==> config.mk <==
export PLATFORM = sky130hd
export DESIGN_NAME = conv_window_gen
export DESIGN_NICKNAME = d
export VERILOG_FILES = /design/src/rtl/conv_pkg.sv /design/src/rtl/conv_line_buffer.sv /design/src/rtl/conv_window_gen.sv
export SDC_FILE = /design/constraint.sdc
export NUM_CORES = 1
export LEC_CHECK = 0
export CAP_MARGIN = 25
export CORE_UTILIZATION = 45
export DETAILED_ROUTE_END_ITERATION = 10
export GPL_ROUTABILITY_DRIVEN = 0
export SYNTH_ARGS = -nofsm -noshare
export SYNTH_HDL_FRONTEND = slang
export SYNTH_SLANG_ARGS = --single-unit
==> constraint.sdc <==
create_clock -name i_clk -period 2.1 [get_ports i_clk]
set_input_delay 0.42 -clock i_clk [delete_from_list [all_inputs] [get_ports i_clk]]
set_output_delay 0.42 -clock i_clk [all_outputs]
set_load 0.05 [all_outputs]
==> src/rtl/conv_pkg.sv <==
// Shared constants and helpers for the 3x3 raster-to-window stage.
package conv_pkg;

    // Default geometry: 8-bit pixels, 28x28 frames.
    localparam int I_W_DEF   = 8;
    localparam int IMG_W_DEF = 28;
    localparam int IMG_H_DEF = 28;

    // Square kernel edge length.
    localparam int KERNEL = 3;

    // Number of fully-inside windows produced per default-sized frame.
    localparam int WIN_COUNT = (IMG_W_DEF - 2) * (IMG_H_DEF - 2);

    // Slice index of window element (row r, column c) in the packed window.
    function automatic int win_idx(input int r, input int c);
        return KERNEL * r + c;
    endfunction

endpackage

==> src/rtl/conv_line_buffer.sv <==
// One image line of delay: a DEPTH-deep, I_W-wide shift line that advances
// only when enabled. The output is the pixel pushed DEPTH enables ago.
module conv_line_buffer
    import conv_pkg::*;
#(
    parameter int I_W   = I_W_DEF,
    parameter int DEPTH = IMG_W_DEF
) (
    input  logic           i_clk,
    input  logic           i_rst_n,
    input  logic           i_en,
    input  logic [I_W-1:0] i_din,
    output logic [I_W-1:0] o_dout
);

    logic [I_W-1:0] tap_reg [DEPTH];

    // Shift the whole line by one pixel per enabled beat; clear on reset.
    always_ff @(posedge i_clk or negedge i_rst_n) begin
        if (!i_rst_n) begin
            for (int i = 0; i < DEPTH; i++) begin
                tap_reg[i] <= '0;
            end
        end else if (i_en) begin
            tap_reg[0] <= i_din;
            for (int i = 1; i < DEPTH; i++) begin
                tap_reg[i] <= tap_reg[i-1];
            end
        end
    end

    assign o_dout = tap_reg[DEPTH-1];

endmodule

==> src/rtl/conv_window_gen.sv <==
// Raster-to-window stage: turns a row-major pixel stream into 3x3 windows
// for the convolution MAC, emitting only windows fully inside the image,
// plus a one-cycle end-of-frame pulse.
module conv_window_gen
    import conv_pkg::*;
#(
    parameter int I_W   = I_W_DEF,
    parameter int IMG_W = IMG_W_DEF,
    parameter int IMG_H = IMG_H_DEF
) (
    input  logic                          i_clk,
    input  logic                          i_rst_n,
    input  logic                          i_valid,
    input  logic [I_W-1:0]                i_pixel,
    output logic                          o_valid,
    output logic [KERNEL*KERNEL*I_W-1:0]  o_window,
    output logic                          o_frame_done
);

    localparam int CW = (IMG_W > 1) ? $clog2(IMG_W) : 1;
    localparam int RW = (IMG_H > 1) ? $clog2(IMG_H) : 1;

    localparam logic [CW-1:0] COL_LAST = CW'(IMG_W - 1);
    localparam logic [RW-1:0] ROW_LAST = RW'(IMG_H - 1);
    // First column/row at which a full window is available.
    localparam logic [CW-1:0] COL_WIN  = CW'(KERNEL - 1);
    localparam logic [RW-1:0] ROW_WIN  = RW'(KERNEL - 1);

    // Position of the pixel that will be accepted next.
    logic [CW-1:0] col_reg;
    logic [RW-1:0] row_reg;

    logic col_last;
    logic row_last;
    logic window_ok;
    logic frame_end;

    logic [I_W-1:0] line1_out;
    logic [I_W-1:0] line2_out;

    // Per-row input into the right-hand column of the window: top row from
    // two lines back, middle row from one line back, bottom row live.
    logic [I_W-1:0] feed [KERNEL];

    logic [I_W-1:0] win_reg  [KERNEL][KERNEL];
    logic [I_W-1:0] win_next [KERNEL][KERNEL];

    logic [KERNEL*KERNEL*I_W-1:0] window_flat;

    logic                         valid_reg;
    logic                         frame_done_reg;
    logic [KERNEL*KERNEL*I_W-1:0] window_reg;

    assign col_last  = (col_reg == COL_LAST);
    assign row_last  = (row_reg == ROW_LAST);
    // Gating on both column and row keeps windows from straddling a line wrap
    // or reaching back into the previous frame's stale line contents.
    assign window_ok = i_valid && (col_reg >= COL_WIN) && (row_reg >= ROW_WIN);
    assign frame_end = i_valid && col_last && row_last;

    // Raster position tracking; advances only on accepted pixels.
    always_ff @(posedge i_clk or negedge i_rst_n) begin
        if (!i_rst_n) begin
            col_reg <= '0;
            row_reg <= '0;
        end else if (i_valid) begin
            if (col_last) begin
                col_reg <= '0;
                row_reg <= row_last ? '0 : row_reg + 1'b1;
            end else begin
                col_reg <= col_reg + 1'b1;
            end
        end
    end

    conv_line_buffer #(
        .I_W   (I_W),
        .DEPTH (IMG_W)
    ) u_line1 (
        .i_clk   (i_clk),
        .i_rst_n (i_rst_n),
        .i_en    (i_valid),
        .i_din   (i_pixel),
        .o_dout  (line1_out)
    );

    conv_line_buffer #(
        .I_W   (I_W),
        .DEPTH (IMG_W)
    ) u_line2 (
        .i_clk   (i_clk),
        .i_rst_n (i_rst_n),
        .i_en    (i_valid),
        .i_din   (line1_out),
        .o_dout  (line2_out)
    );

    // Route the three vertical taps to their window rows.
    always_comb begin
        feed[0] = line2_out;
        feed[1] = line1_out;
        feed[2] = i_pixel;
    end

    // Window contents after this beat's shift: every row moves left by one
    // and takes its new right-hand pixel from its feed.
    always_comb begin
        for (int r = 0; r < KERNEL; r++) begin
            for (int c = 0; c < KERNEL - 1; c++) begin
                win_next[r][c] = win_reg[r][c+1];
            end
            win_next[r][KERNEL-1] = feed[r];
        end
    end

    // Window shift register, held during input gaps.
    always_ff @(posedge i_clk or negedge i_rst_n) begin
        if (!i_rst_n) begin
            for (int r = 0; r < KERNEL; r++) begin
                for (int c = 0; c < KERNEL; c++) begin
                    win_reg[r][c] <= '0;
                end
            end
        end else if (i_valid) begin
            win_reg <= win_next;
        end
    end

    // Pack the post-shift window, top-left element in the lowest slice.
    generate
        for (genvar gi = 0; gi < KERNEL; gi++) begin : g_row
            for (genvar gj = 0; gj < KERNEL; gj++) begin : g_col
                assign window_flat[I_W*win_idx(gi, gj) +: I_W] = win_next[gi][gj];
            end
        end
    endgenerate

    // Registered outputs; the window register only loads on a valid window
    // so o_window holds the last emitted window between strobes.
    always_ff @(posedge i_clk or negedge i_rst_n) begin
        if (!i_rst_n) begin
            valid_reg      <= 1'b0;
            frame_done_reg <= 1'b0;
            window_reg     <= '0;
        end else begin
            valid_reg      <= window_ok;
            frame_done_reg <= frame_end;
            if (window_ok) begin
                window_reg <= window_flat;
            end
        end
    end

    assign o_valid      = valid_reg;
    assign o_frame_done = frame_done_reg;
    assign o_window     = window_reg;

endmodule

==> reports/metrics.yaml <==
grt_setup_unrepaired: "false"
rows: 81
die-area_sq_mm: 0.0502
io_pins: 85
pre_cts_ws_ps: 294
drv_cap: 0
viasPerCell: 5.37
worstMarginPinSlew_ps: 545
tns_ps: 0
crit_slowest_cell: "dlygate4sd2_1"
clock-sinks: 548
grt_antenna_before_repair: 0
synthTopCellsByCount: "dfrtp_1 (548), mux2_2 (469), nor2b_1 (75), o21ai_0 (75), o211ai_1 (73)"
cts_tree: "done"
yosysTopAreaCell: "dfrtp_1"
synth_flop_cell: "dfrtp_1"
yosysSeqAreaShare_pct: 61.8
finalSetupViolCount: 0
n_antenna_cell: 0
startpoint_type: "register"
clkPwrFrac_pct: 34.0
synth_most_common_cell: "dfrtp_1"
grt_first_pass_wirelength_um: 68900
required_ps: 1680
netlist-cell-type-count: 35
end_kind: "primary output"
critPathMaxFanout: 4
critical_path.top_delay_family: "buffers and inverters"
multi_input_area_sq_mm: 0.00796
hold_path.class: "primary input to register"
num_vias: 12476
post-cts-setup-buffers: 0
totalWireLength_um: 40500
setup_slack_ps: 93.6
regArea_sq_mm: 0.0137
seq_power_share_pct: 48.3
remaining_drc_errors: 0
layout-drive-gt1-share_pct: 38.3
p_switching_mw: 7.77
status: "finished, final reports clean"
clock_tree.root_cell: "clkbuf_16"
hold_violations: 0
power_density_mw_per_mm2: 1120
avgSynthCellArea_sq_um: 14.5
ir_drop_mv: 0.675
routedWlPerCell_um: 17.4
gr-usage-all-layers_pct: 16.8
netSwitchingFraction_pct: 26.9
p_leak_nw: 11.3
fillCellCount: 4091
hold_ws_ps: 269
fin_crit_sh_pct: 95.5
yosys_register_bits: 548
synthesis.nets: 1550
clockBufferDepth: 3
grt_max_degree: 98
start_util_pct: 45.5
synth_edf_count: 0
internal_power_mw: 21.1
syn_area_sq_mm: 0.0222
max_clock_freq_ghz: 0.498
synth_top_area_share_pct: 61.8
syn_inst: 1535
final_area_sq_mm: 0.0258
min_period_ps: 2010
cp_cell_sequence: "dlygate4sd2_1"
syn_to_final_growth_pct: 16.2
drv_slew: 0
grt_pass1_vias: 13114
fin_util_pct: 52.9
die_w_um: 224
slew_headroom_pct: 63.8
yosys_warnings: 0
criticalPathCategory: "register to primary output"
clkLatencyLatePin_ps: 600
largest_reg_flops: 216
power.share.combinational_pct: 17.7
ant_nets: 0
crit_arrival_ps: 1590
firstDrtPassIters: 5
critPathBufInv: 1
drt-initial-drc-count: 799
nNetsFinal: 1630
core_area_sq_mm: 0.0487
cts_buffers: 56
synth_area_leaders: "dfrtp_1 (62%), mux2_2 (24%), o211ai_1 (2.5%)"
clock_skew_ps: 12.0
clkSlewWorstSetupHoldPaths_ps: 60
htree_levels: 2
die_h_um: 224
critPathMaxStageDelay_ps: 550
place_hpwl_um: 23500
gr-total-overflow: 0
port_buffers: 84
dpl_cell_area_sq_mm: 0.0240
async_flop_share_pct: 100
power groups by stage:
| stage | clock, mW | sequential (mW) | combinational [mW] |
|---|---|---|---|
| after global placement | 0 | 14.1 | 5.09 |
| final | 9.82 | 14.0 | 5.11 |
| after CTS | 10.2 | 14.0 | 5.18 |
| after floorplan | 0 | 14.2 | 3.44 |
| after global routing | 10.6 | 14.3 | 5.57 |
| after detailed placement | 0 | 14.2 | 5.22 |
routing by layer:
layer,share of wire [%],GRT usage [%],vias up,wire (um)
met1,48,23.9,6473,19400
met4,2.7,6.52,0,1080
met3,3.8,2.99,76,1550
met5,0,0,-,0
li1,-,-,5734,-
met2,46,25.7,193,18500
cells by family after synthesis:
kind of cell             synth area share [%]
AND/OR/NAND/NOR                          5.33
buffers and inverters                    2.41
adder cells (fa/ha/maj)                 0.226
AO/OA/AOI/OAI                            6.42
multiplexers                             23.8
flip-flops                               61.8
path summary, 6_finish.rpt:
kind	start	end	slack [ps]	cells past startpoint
worst min-delay path	i_valid	u_line1.tap_reg[203]	270	2
max in group asynchronous	i_rst_n	u_line1.tap_reg[57]	890	3
min in group asynchronous	i_rst_n	o_window[58]	330	2
worst max register to register	col_reg[3]	o_window[7]	300	4
worst min register to register	u_line2.tap_reg[65]	u_line2.tap_reg[57]	490	1
worst max-delay path	o_window[44]	o_window[44]	90	1
worst reg2reg max path, stage by stage (launching register included):
cell and delay, ps:
dfrtp_1 470, or4_4 560, o21ai_4 170, buf_12 280, o211ai_1 200
layout make-up:
| type | instances | area share [%] |
|---|---|---|
| Clock buffer | 87 | 6.51 |
| Multi-Input combinational cell | 871 | 30.8 |
| Tap cell | 664 | 3.22 |
| Sequential cell | 548 | 53.2 |
| Inverter | 2 | 0.0291 |
| Clock inverter | 16 | 0.631 |
| Timing Repair Buffer | 136 | 5.59 |
cells in the final DEF, fill, tap and decap left out, types with 14 or more instances in the layout:
master,n
o211ai_1,73
clkbuf_1,16
dfrtp_1,548
o21ai_0,75
nand3b_1,72
mux2_2,469
clkbuf_16,57
buf_12,25
nor2b_1,75
a31oi_1,72
dlygate4sd2_1,57
clkbuf_8,14
buf_4,43
metrics by stage:
step,instances,power (mW)
floorplan,1535,17.6
global placement,2220,19.2
detailed placement,2220,19.4
CTS,2324,29.3
global route,2324,30.4
finish,2324,28.9
repair_timing:
action,in CTS,in global routing
endpoints found under the hold margin,32,0
endpoints found under the setup margin,57,0
hold buffers,1,0
gates resized for setup,57,0
Power figures use the tool's default switching activity.
